**src/rtl/nanov_shift_seq.sv**
```systemverilog
// Bit-serial shift sequencer: accepts one SLL/SRL/SRA request, emits the result LSB-first over
// 32 cycles, then holds the assembled word. Define NANOV_SHIFT_SEQ_BYPASS_EN to skip b==0 shifts.
module nanov_shift_seq #(
    parameter bit CHECK_OP = 1'b1
) (
    input  logic        clk,
    input  logic        rstn,
    input  logic        flush,
    input  logic        in_valid,
    output logic        in_ready,
    input  logic [3:0]  in_op,
    input  logic [31:0] in_a,
    input  logic [4:0]  in_b,
    output logic        bit_valid,
    output logic        bit_out,
    output logic        out_valid,
    input  logic        out_ready,
    output logic [31:0] out_d,
    output logic        out_err
);

    typedef enum logic [1:0] {StIdle, StRun, StDone} state_e;

    state_e      state_q, state_d;
    logic [4:0]  cnt_q;
    logic [4:0]  b_q;
    logic [31:0] a_q;
    logic [31:0] res_q;
    logic        right_q;
    logic        fill_q;
    logic        err_q;

    logic        legal;
    logic        bypass;
    logic [5:0]  sum;
    logic        in_range;
    logic        ser_bit;

    assign legal = (in_op == 4'b0001) || (in_op == 4'b0101) || (in_op == 4'b1101);

`ifdef NANOV_SHIFT_SEQ_BYPASS_EN
    assign bypass = legal && (in_b == 5'd0);
`else
    assign bypass = 1'b0;
`endif

    // Carry out of c+b marks the fill region for right shifts.
    assign sum      = {1'b0, cnt_q} + {1'b0, b_q};
    assign in_range = right_q ? ~sum[5] : (cnt_q >= b_q);
    assign ser_bit  = in_range ? (right_q ? a_q[b_q] : a_q[0]) : (right_q & fill_q);

    always_ff @(posedge clk or negedge rstn) begin
        if (!rstn) begin
            state_q <= StIdle;
        end else begin
            state_q <= state_d;
        end
    end

    always_comb begin
        state_d   = state_q;
        in_ready  = 1'b0;
        bit_valid = 1'b0;
        out_valid = 1'b0;
        unique case (state_q)
            StIdle: begin
                in_ready = 1'b1;
                if (in_valid) begin
                    state_d = bypass ? StDone : StRun;
                end
            end
            StRun: begin
                bit_valid = 1'b1;
                if (cnt_q == 5'd31) begin
                    state_d = StDone;
                end
            end
            StDone: begin
                out_valid = 1'b1;
                if (out_ready) begin
                    state_d = StIdle;
                end
            end
            default: state_d = StIdle;
        endcase
        if (flush) begin
            state_d = StIdle;
        end
    end

    assign bit_out = bit_valid & ser_bit;
    assign out_d   = out_valid ? res_q : 32'd0;
    assign out_err = out_valid & err_q;

    always_ff @(posedge clk or negedge rstn) begin
        if (!rstn) begin
            cnt_q   <= 5'd0;
            b_q     <= 5'd0;
            a_q     <= 32'd0;
            res_q   <= 32'd0;
            right_q <= 1'b0;
            fill_q  <= 1'b0;
            err_q   <= 1'b0;
        end else if (flush) begin
            cnt_q <= 5'd0;
            res_q <= 32'd0;
            err_q <= 1'b0;
        end else if (state_q == StIdle) begin
            if (in_valid) begin
                a_q     <= in_a;
                b_q     <= in_b;
                right_q <= in_op[2];
                fill_q  <= in_op[3] & in_a[31];
                cnt_q   <= 5'd0;
                err_q   <= CHECK_OP & ~legal;
                res_q   <= bypass ? in_a : 32'd0;
            end
        end else if (state_q == StRun) begin
            if (in_range) begin
                a_q <= a_q >> 1;
            end
            res_q <= {ser_bit, res_q[31:1]};
            cnt_q <= cnt_q + 5'd1;
        end
    end

endmodule

```
**config.mk**
```make
export PLATFORM = sky130hd
export DESIGN_NAME = nanov_shift_seq
export DESIGN_NICKNAME = d
export VERILOG_FILES = /design/src/rtl/nanov_shift_seq.sv
export SDC_FILE = /design/constraint.sdc
export NUM_CORES = 1
export LEC_CHECK = 0
export ABC_AREA = 1
export CAP_MARGIN = 20
export CORE_MARGIN = 5
export CORE_UTILIZATION = 55
export DETAILED_ROUTE_END_ITERATION = 10
export GPL_TIMING_DRIVEN = 0
export PLACE_DENSITY = 0.93
export SYNTH_ARGS = -nofsm -noshare
export SYNTH_HDL_FRONTEND = slang
export SYNTH_SLANG_ARGS = --single-unit
```
**constraint.sdc**
```tcl
create_clock -name clk -period 4.4 [get_ports clk]
set_input_delay 0.88 -clock clk [delete_from_list [all_inputs] [get_ports clk]]
set_output_delay 0.88 -clock clk [all_outputs]
set_load 0.01 [all_outputs]
```
# After elaboration in Yosys (flattened, before gate mapping)
# Index checks and enable logic that the tools add are counted.
# W data, S select, Z words.
# totals
ff_bits	79
latchBits	0
mem_bits_rw	0
rom_bits	0
inputBits	46
wordCells	71
n_memories	0
# op_classes
add_sub_neg	2
multipliers	0
n_div	0
n_lt_le_gt_ge	2
eq_ne	10
shifts	0
n_mux	29
bitwise	7
reduce_logical	13
# ops
operator	count
$mux W32	9
$mux W5	4
$mux W1	10
$ne A3 B3 Y1 const B	3
$mux W2	4
$reduce_bool A2 Y1	4
$add A5 B5 Y6	1
$lt A5 B6 Y1 const B	1
$pmux W2 S3	1
$reduce_and A3 Y1	2
$add A5 B1 Y5 const B	1
$bmux W1 S5	1
$eq A5 B5 Y1 const B	1
$ge A5 B5 Y1	1
$and A1 B1 Y1	4
$eq A4 B1 Y1 const B	1
$eq A4 B3 Y1 const B	1
$eq A4 B4 Y1 const B	1
$reduce_and A2 Y1	2
$reduce_and A4 Y1	1
$not A1 Y1	3
$reduce_bool A3 Y1	1
$eq A2 B1 Y1 const B	1
$eq A2 B2 Y1 const B	1
3 further kinds	4

# Longest topological paths before layout
# Gate-level depths: netlist (run 1).
# depth
word_depth	7
depth_mapped	14

# Least setup slack after synthesis (run 1)
# OpenSTA, ideal clock, no wires.
# synth_path
kind	reg2out
from	reg b_q[1]
to	out bit_out
arrival_ps	1652
setup_slack_ps	1868
stages_incl_launch_ff	12
path_buffers	1
cell_sequence	dfrtp_1 > buf_2 > inv_2 > ha_1 > nand2_1 > nor3_1 > nand2_1 > nand4_2 > nand2_1 > nor2_1 > nand2_1 > a21oi_1
# synth_between
elab_chain_cells	5
word_cells_on_any_way	9
# synth_rtl
item	line_no	text
from (decl)	26	logic [4:0] b_q;
from (signal assigned)	111	b_q <= in_b;
$bmux W1 S5 / $add A5 B5 Y6 (equally long branches)	50, 48	
$mux W1 (implied by the code) / $not A1 Y1 (equally long branches)	50, 49	
$mux W1 (on tied branches)	50, 49	
$mux W1 (*)	50	assign ser_bit = in_range ? (right_q ? a_q[b_q] : a_q[0]) : (right_q & fill_q);
$and A1 B1 Y1 (*)	91	assign bit_out = bit_valid & ser_bit;
to (decl)	15	output logic bit_out,
# Mark *: on every way between the ends. The rest lies on a longest branch, timed or not. The select of a mux whose other input is x is not followed.

# Worst setup path after layout (run 1)
# layout_path
from	reg b_q[2]
to	out bit_out
# The elaborated chain is that of the path after synthesis.

==> metrics.yaml, run 1 <==
die_height_um: 99.6
ys_async_sr_fraction_pct: 100
worstReg2RegStart: "b_q[2]"
whs_ps: 456
fin_crit_ps: 3730
drt_iter0_drc: 322
wl_mm: 11.1
ctsHoldBuffers: 0
worst_setup_path_start_kind: "flop"
vdd_drop_max_v: 0.000216
reg2regPathDepth: 11
post-place-ws_ps: 1080
gp_congestion: 0.861
track_usage_pct: 23.9
die_area_um2: 9920
fin_nets: 660
critPathKind: "flop to primary output"
placed_area_um2: 5390
yosysUniqueCellTypes: 37
switching_share_pct: 36.7
p_int_mw: 1.35
synth_top_cell_area_share_pct: 44.8
dr.pass1.iters: 5
syn_inst: 508
ys.flop_type: "dfrtp_1"
reg2reg_slack_ps: 2210
ant_nets: 0
max_freq_mhz: 268
crit_path_start: "b_q[2]"
maxCapViolCount: 0
clk_path_buf_depth: 2
design.core.area_um2: 7770
required_ps: 3520
cts_sinks: 79
worst_pin_slew_ps: 683
cts_htree_levels: 3
start_util_pct: 56.8
synth_edf_count: 0
wl_per_cell_um: 15.7
r2r-end: "a_q[14]"
status: "finished clean"
hpwl_mm: 8.26
syn_to_final_growth_pct: 25.8
ys_seq_area_share_pct: 44.8
p_switching_mw: 0.786
vias_per_cell: 5.54
grt_setup_unrepaired: "no"
clk_latency_ps: 370
cp-end-kind: "primary output"
cts_resized: 0
grt_first_pass_wirelength_mm: 19.0
post-cts-setup-buffers: 0
max_slew_margin_pct: 54.5
path_clk_slew_ps: 70
powerDensity_nw_per_um2: 385
leakage_nw: 2.40
num_rows: 32
drcViolationCount: 0
synth_area_um2: 4410
finalCritPeriodShare_pct: 84.7
vias: 3921
hold_path_class: "input pin to asynchronous set/reset pin"
p_clk_share_pct: 22.3
skew_ps: 11.1
port_buffers: 82
grt_overflow: 0
synth_nets: 566
crit_fanout: 6
antenna_cells: 0
die_w_um: 99.6
drive_gt1_share_pct: 17.2
ys_top_cells_by_area: "dfrtp_1, nand2_1, o211ai_2"
synth_area_leader_cell: "dfrtp_1"
ys_warn_count: 0
hold_violations: 0
crit_end: "bit_out"
avgSynthCellArea_um2: 8.69
synth_seq_cells: 79
setup_ws_ps: 673
setup_viol: 0
combPwrFrac_pct: 33.8
finalInstanceArea_um2: 5550
root_buffer: "clkbuf_8"
antenna_found_initial: 0
numCtsBuffers: 9
cts_tree: "built"
seq_power_share_pct: 43.9
grt_pass1_vias: 4088
drv_slew: 0
io-pin-count: 83
arrival_ps: 2850
grt_max_degree: 49
-- cell usage after synthesis (3+ instances only) --
master    instances
nand2_1          94
inv_1            82
dfrtp_1          79
nor2_1           41
o22ai_1          32
nand3_1          29
o211ai_2         27
o21ai_2          26
o21ai_0          14
ha_1             12
clkbuf_1         10
a21oi_1           8
buf_2             7
nor3_1            7
inv_2             6
o211ai_1          4
buf_6             3
nor2_2            3
-- worst min-delay path by stage --
| stage | from | endpoint | slack [ps] |
|---|---|---|---|
| floorplan | res_q[31] | res_q[31] | 450 |
| detailed placement | res_q[31] | res_q[31] | 480 |
| global placement | fill_q | fill_q | 470 |
| finish | rstn | res_q[25] | 460 |
| CTS | rstn | res_q[25] | 480 |
| global route | rstn | res_q[25] | 480 |
-- sequential cells by signal (all words and copies together) (netlist names) --
signal   count
b_q          5
state_q      2
err_q        1
res_q       32
cnt_q        5
right_q      1
fill_q       1
a_q         32
-- layout make-up --
| type | count | area, um2 |
|---|---|---|
| Multi-Input combinational cell | 313 | 1920 |
| Buffer | 26 | 180 |
| Clock inverter | 4 | 22.5 |
| Clock buffer | 11 | 141 |
| Inverter | 90 | 340 |
| Sequential cell | 79 | 1980 |
| Tap cell | 102 | 128 |
| Fill cell | 547 | 2220 |
| Timing Repair Buffer | 83 | 846 |
-- per-layer routing --
| metal | vias up | GRT usage (%) | part of all wire [%] |
|---|---|---|---|
| li1 | 1855 | - | - |
| met2 | 138 | 40.2 | 51 |
| met3 | 35 | 5.33 | 5.6 |
| met4 | 0 | 10.3 | 3.1 |
| met1 | 1893 | 29.4 | 40 |
| met5 | - | 0 | 0 |
-- through the flow --
stage | instances | util (%) | power [mW] | setup TNS (ps)
after floorplan | 508 | - | 1.45 | 0
after global routing | 708 | 71.5 | 2.27 | 0
after global placement | 692 | 69.0 | 1.62 | -17190
after CTS | 708 | 71.5 | 2.13 | 0
final | 708 | 71.5 | 2.14 | 0
after detailed placement | 693 | 69.3 | 1.66 | 0
-- placed cells by master (no fill, tap or decap), types with 3 or more instances in the layout --
cell,n
dfrtp_1,79
o211ai_1,4
a21oi_1,8
nand3_1,29
inv_2,6
o21ai_0,14
nor3_1,7
ha_1,12
o22ai_1,32
clkbuf_8,10
o211ai_2,27
buf_2,7
buf_6,3
inv_1,82
clkbuf_1,11
nor2_2,3
nand2_1,94
o21ai_2,26
clkinv_2,3
nor2_1,41
clkdlybuf4s50_1,81
buf_4,3
-- power groups by stage --
stage | logic, mW | clock network, mW | registers, mW
finish | 0.723 | 0.477 | 0.938
global route | 0.809 | 0.507 | 0.952
CTS | 0.720 | 0.477 | 0.935
detailed placement | 0.712 | 0 | 0.947
global placement | 0.675 | 0 | 0.941
floorplan | 0.524 | 0 | 0.923
-- cell families after synthesis --
family	Yosys count	synth area share, %
AOI/OAI and AO/OA	116	21.4
adders and majority gates	12	3.40
buffers and inverters	116	11.8
DFF	79	44.8
and+or+nand+nor	185	18.6
-- critical path, stage by stage, from the launching register on --
cell and delay, ps:
dfrtp_1 490, inv_1 200, ha_1 390, inv_2 50, nor3_1 190, nand2_1 90
nand4_2 130, nand2_1 60, nor2_1 80, nand2_1 80, a21oi_1 140, clkdlybuf4s50_1 590
Note: power is estimated with default switching activity, not from simulation.
==> run 2, diff against run 1 <==
Settings changed: CORE_UTILIZATION 55 to 48, PLACE_DENSITY 0.93 to 0.86.
Clock period 4.4 ns to 3.3 ns, I/O delays scaled along.
==> metrics.yaml, run 2 (synthesis results as in run 1) <==
status: "finished clean"  # unchanged
cp.buffers_inverters: 3  # unchanged
skew_ps: 13.6  # was 11.1 ps
num_rows: 35  # was 32
grt_use_met2_pct: 32.6  # was 40.2%
drcViolationCount: 0  # unchanged
path_cells: "inv_2 > ha_1 > inv_2 > a21oi_1 > o211ai_2 > nand2_2 > nand2_1 > nor2_1 > nand2_1 > a21oi_1 > clkdlybuf4s15_1"  # was inv_1 > ha_1 > inv_2 > nor3_1 > nand2_1 > nand4_2 > nand2_1 > nor2_1 > nand2_1 > a21oi_1 > clkdlybuf4s50_1
numCtsBuffers: 9  # unchanged
die_height_um: 106  # was 99.6 um
vdd_drop_max_v: 0.000321  # was 0.000216 V
finalCritPeriodShare_pct: 93.7
worst_pin_slew_ps: 721  # was 683 ps
combPwrFrac_pct: 32.1  # was 33.8%
cp-end-kind: "primary output"  # unchanged
dr.pass1.iters: 4  # was 5
worst_setup_path_start_kind: "flop"  # unchanged
r2r-end: "a_q[6]"  # was a_q[14]
reg2reg_slack_ps: 1210  # was 2210 ps
setup_ws_ps: 208  # was 673 ps
vias: 3823  # was 3921
die_area_um2: 11200  # was 9920 um2
slowest_stage: "dfrtp_2"  # was clkdlybuf4s50_1
path_clk_slew_ps: 100  # was 70 ps
clk_path_buf_depth: 2  # unchanged
mostFrequentLayoutCells: "nand2_1, inv_1, clkdlybuf4s50_1"  # unchanged
grt_setup_unrepaired: "no"  # unchanged
start_util_pct: 48.4  # was 56.8%
gr-usage-met3_pct: 5.88  # was 5.33%
gp_congestion: 0.865  # was 0.861
antenna_cells: 0  # unchanged
critPathKind: "flop to primary output"  # unchanged
final_common_cell: "nand2_1"  # unchanged
p_switching_mw: 1.08  # was 0.786 mW
wl_mm: 10.8  # was 11.1 mm
switching_share_pct: 36.4  # was 36.7%
num-fill-cells: 738  # was 547
leakage_nw: 2.42  # was 2.40 nW
max_freq_mhz: 323
drive_gt1_share_pct: 17.8  # was 17.2%
io-pin-count: 83  # unchanged
slowest_delay_ps: 460  # was 590 ps
hpwl_mm: 7.97  # was 8.26 mm
grt_overflow: 0  # unchanged
reg2regPathDepth: 12  # was 11
hold_path_class: "input pin to asynchronous set/reset pin"  # unchanged
track_usage_pct: 20.2  # was 23.9%
fin_crit_ps: 3090
grt_max_degree: 72  # was 49
syn_to_final_growth_pct: 27.2  # was 25.8%
crit_fanout: 6  # unchanged
antenna_found_initial: 0  # unchanged
top_usage_layer: "met2"  # unchanged
cts_htree_levels: 3  # unchanged
drv_slew: 0  # unchanged
seq_power_share_pct: 42.0  # was 43.9%
ant_nets: 0  # unchanged
max_slew_margin_pct: 51.9  # was 54.5%
ctsHoldBuffers: 0  # unchanged
top_regs: "a_q (32), res_q (32)"  # unchanged
p_clk_share_pct: 25.9  # was 22.3%
finalSetupTns_ps: 0  # unchanged
setup_viol: 0  # unchanged
arrival_ps: 2430  # was 2850 ps
maxCapViolCount: 0  # unchanged
post-place-ws_ps: 170  # was 1080 ps
met1_usage_pct: 26.7  # was 29.4%
required_ps: 2640  # was 3520 ps
cts_tree: "built"  # unchanged
fin_nets: 660  # unchanged
wl_per_cell_um: 15.1  # was 15.7 um
root_buffer: "clkbuf_8"  # unchanged
cts_sinks: 79  # unchanged
hold_violations: 0  # unchanged
port_buffers: 82  # unchanged
design.core.area_um2: 9110  # was 7770 um2
powerDensity_nw_per_um2: 529  # was 385 nW/um2
p_int_mw: 1.89  # was 1.35 mW
vias_per_cell: 5.32  # was 5.54
worstReg2RegStart: "b_q[1]"  # was b_q[2]
crit_family: "compound AO/OA/AOI/OAI gates"  # was buffers and inverters
clk_latency_ps: 360  # was 370 ps
die_w_um: 106  # was 99.6 um
drt_iter0_drc: 151  # was 322
grt_pass1_vias: 3947  # was 4088
grt_first_pass_wirelength_mm: 18.7  # was 19.0 mm
==> run 2: routing by layer <==
metal	up-vias	wire [um]
li1	1867	-
met1	1831	4790
met2	114	5260
met3	11	687
met4	0	98
met5	-	0
==> run 2: what timing repair did <==
action	CTS	global route
gates cloned	0	0
setup endpoints to repair	1	1
gates resized for setup	4	2
buffers inserted	0	0
==> run 2: power by group through the flow <==
stage | combinational, mW | sequential (mW) | clock (mW)
after floorplan | 0.698 | 1.23 | 0
after global placement | 0.906 | 1.25 | 0
after detailed placement | 0.944 | 1.26 | 0
after CTS | 0.953 | 1.25 | 0.775
after global routing | 1.07 | 1.27 | 0.818
final | 0.952 | 1.25 | 0.767
==> run 2: worst max path at each step <==
stage          startpoint  slack [ps]  cells past startpoint       to
2_1_floorplan      b_q[1]         990                     11  bit_out
3_3_place_gp         rstn       -1140                      1  a_q[18]
3_5_place_dp       b_q[2]         170                     11  bit_out
4_1_cts            b_q[1]         150                     12  bit_out
5_1_grt            b_q[1]           4                     12  bit_out
6_report           b_q[2]         210                     11  bit_out
==> run 2: metrics by stage <==
stage	cell area [um2]	cells	utilization, %	hold WS (ps)	power, mW
after floorplan	4410	508	-	364	1.93
after global placement	5370	701	59.0	468	2.16
after detailed placement	5400	702	59.3	472	2.21
after CTS	5610	718	61.6	108	2.97
after global routing	5610	718	61.6	97.8	3.15
final	5610	718	61.6	111	2.97
==> run 2: cell type report <==
cell class                      count  area, um2  share of cell area, %
Multi-Input combinational cell    313       1920                   34.1
Inverter                           90        343                   6.11
Sequential cell                    79       1980                   35.2
Clock inverter                      7       85.1                   1.52
Buffer                             26        183                   3.25
Timing Repair Buffer               83        846                   15.1
Clock buffer                        9        124                   2.21
Tap cell                          111        139                   2.47
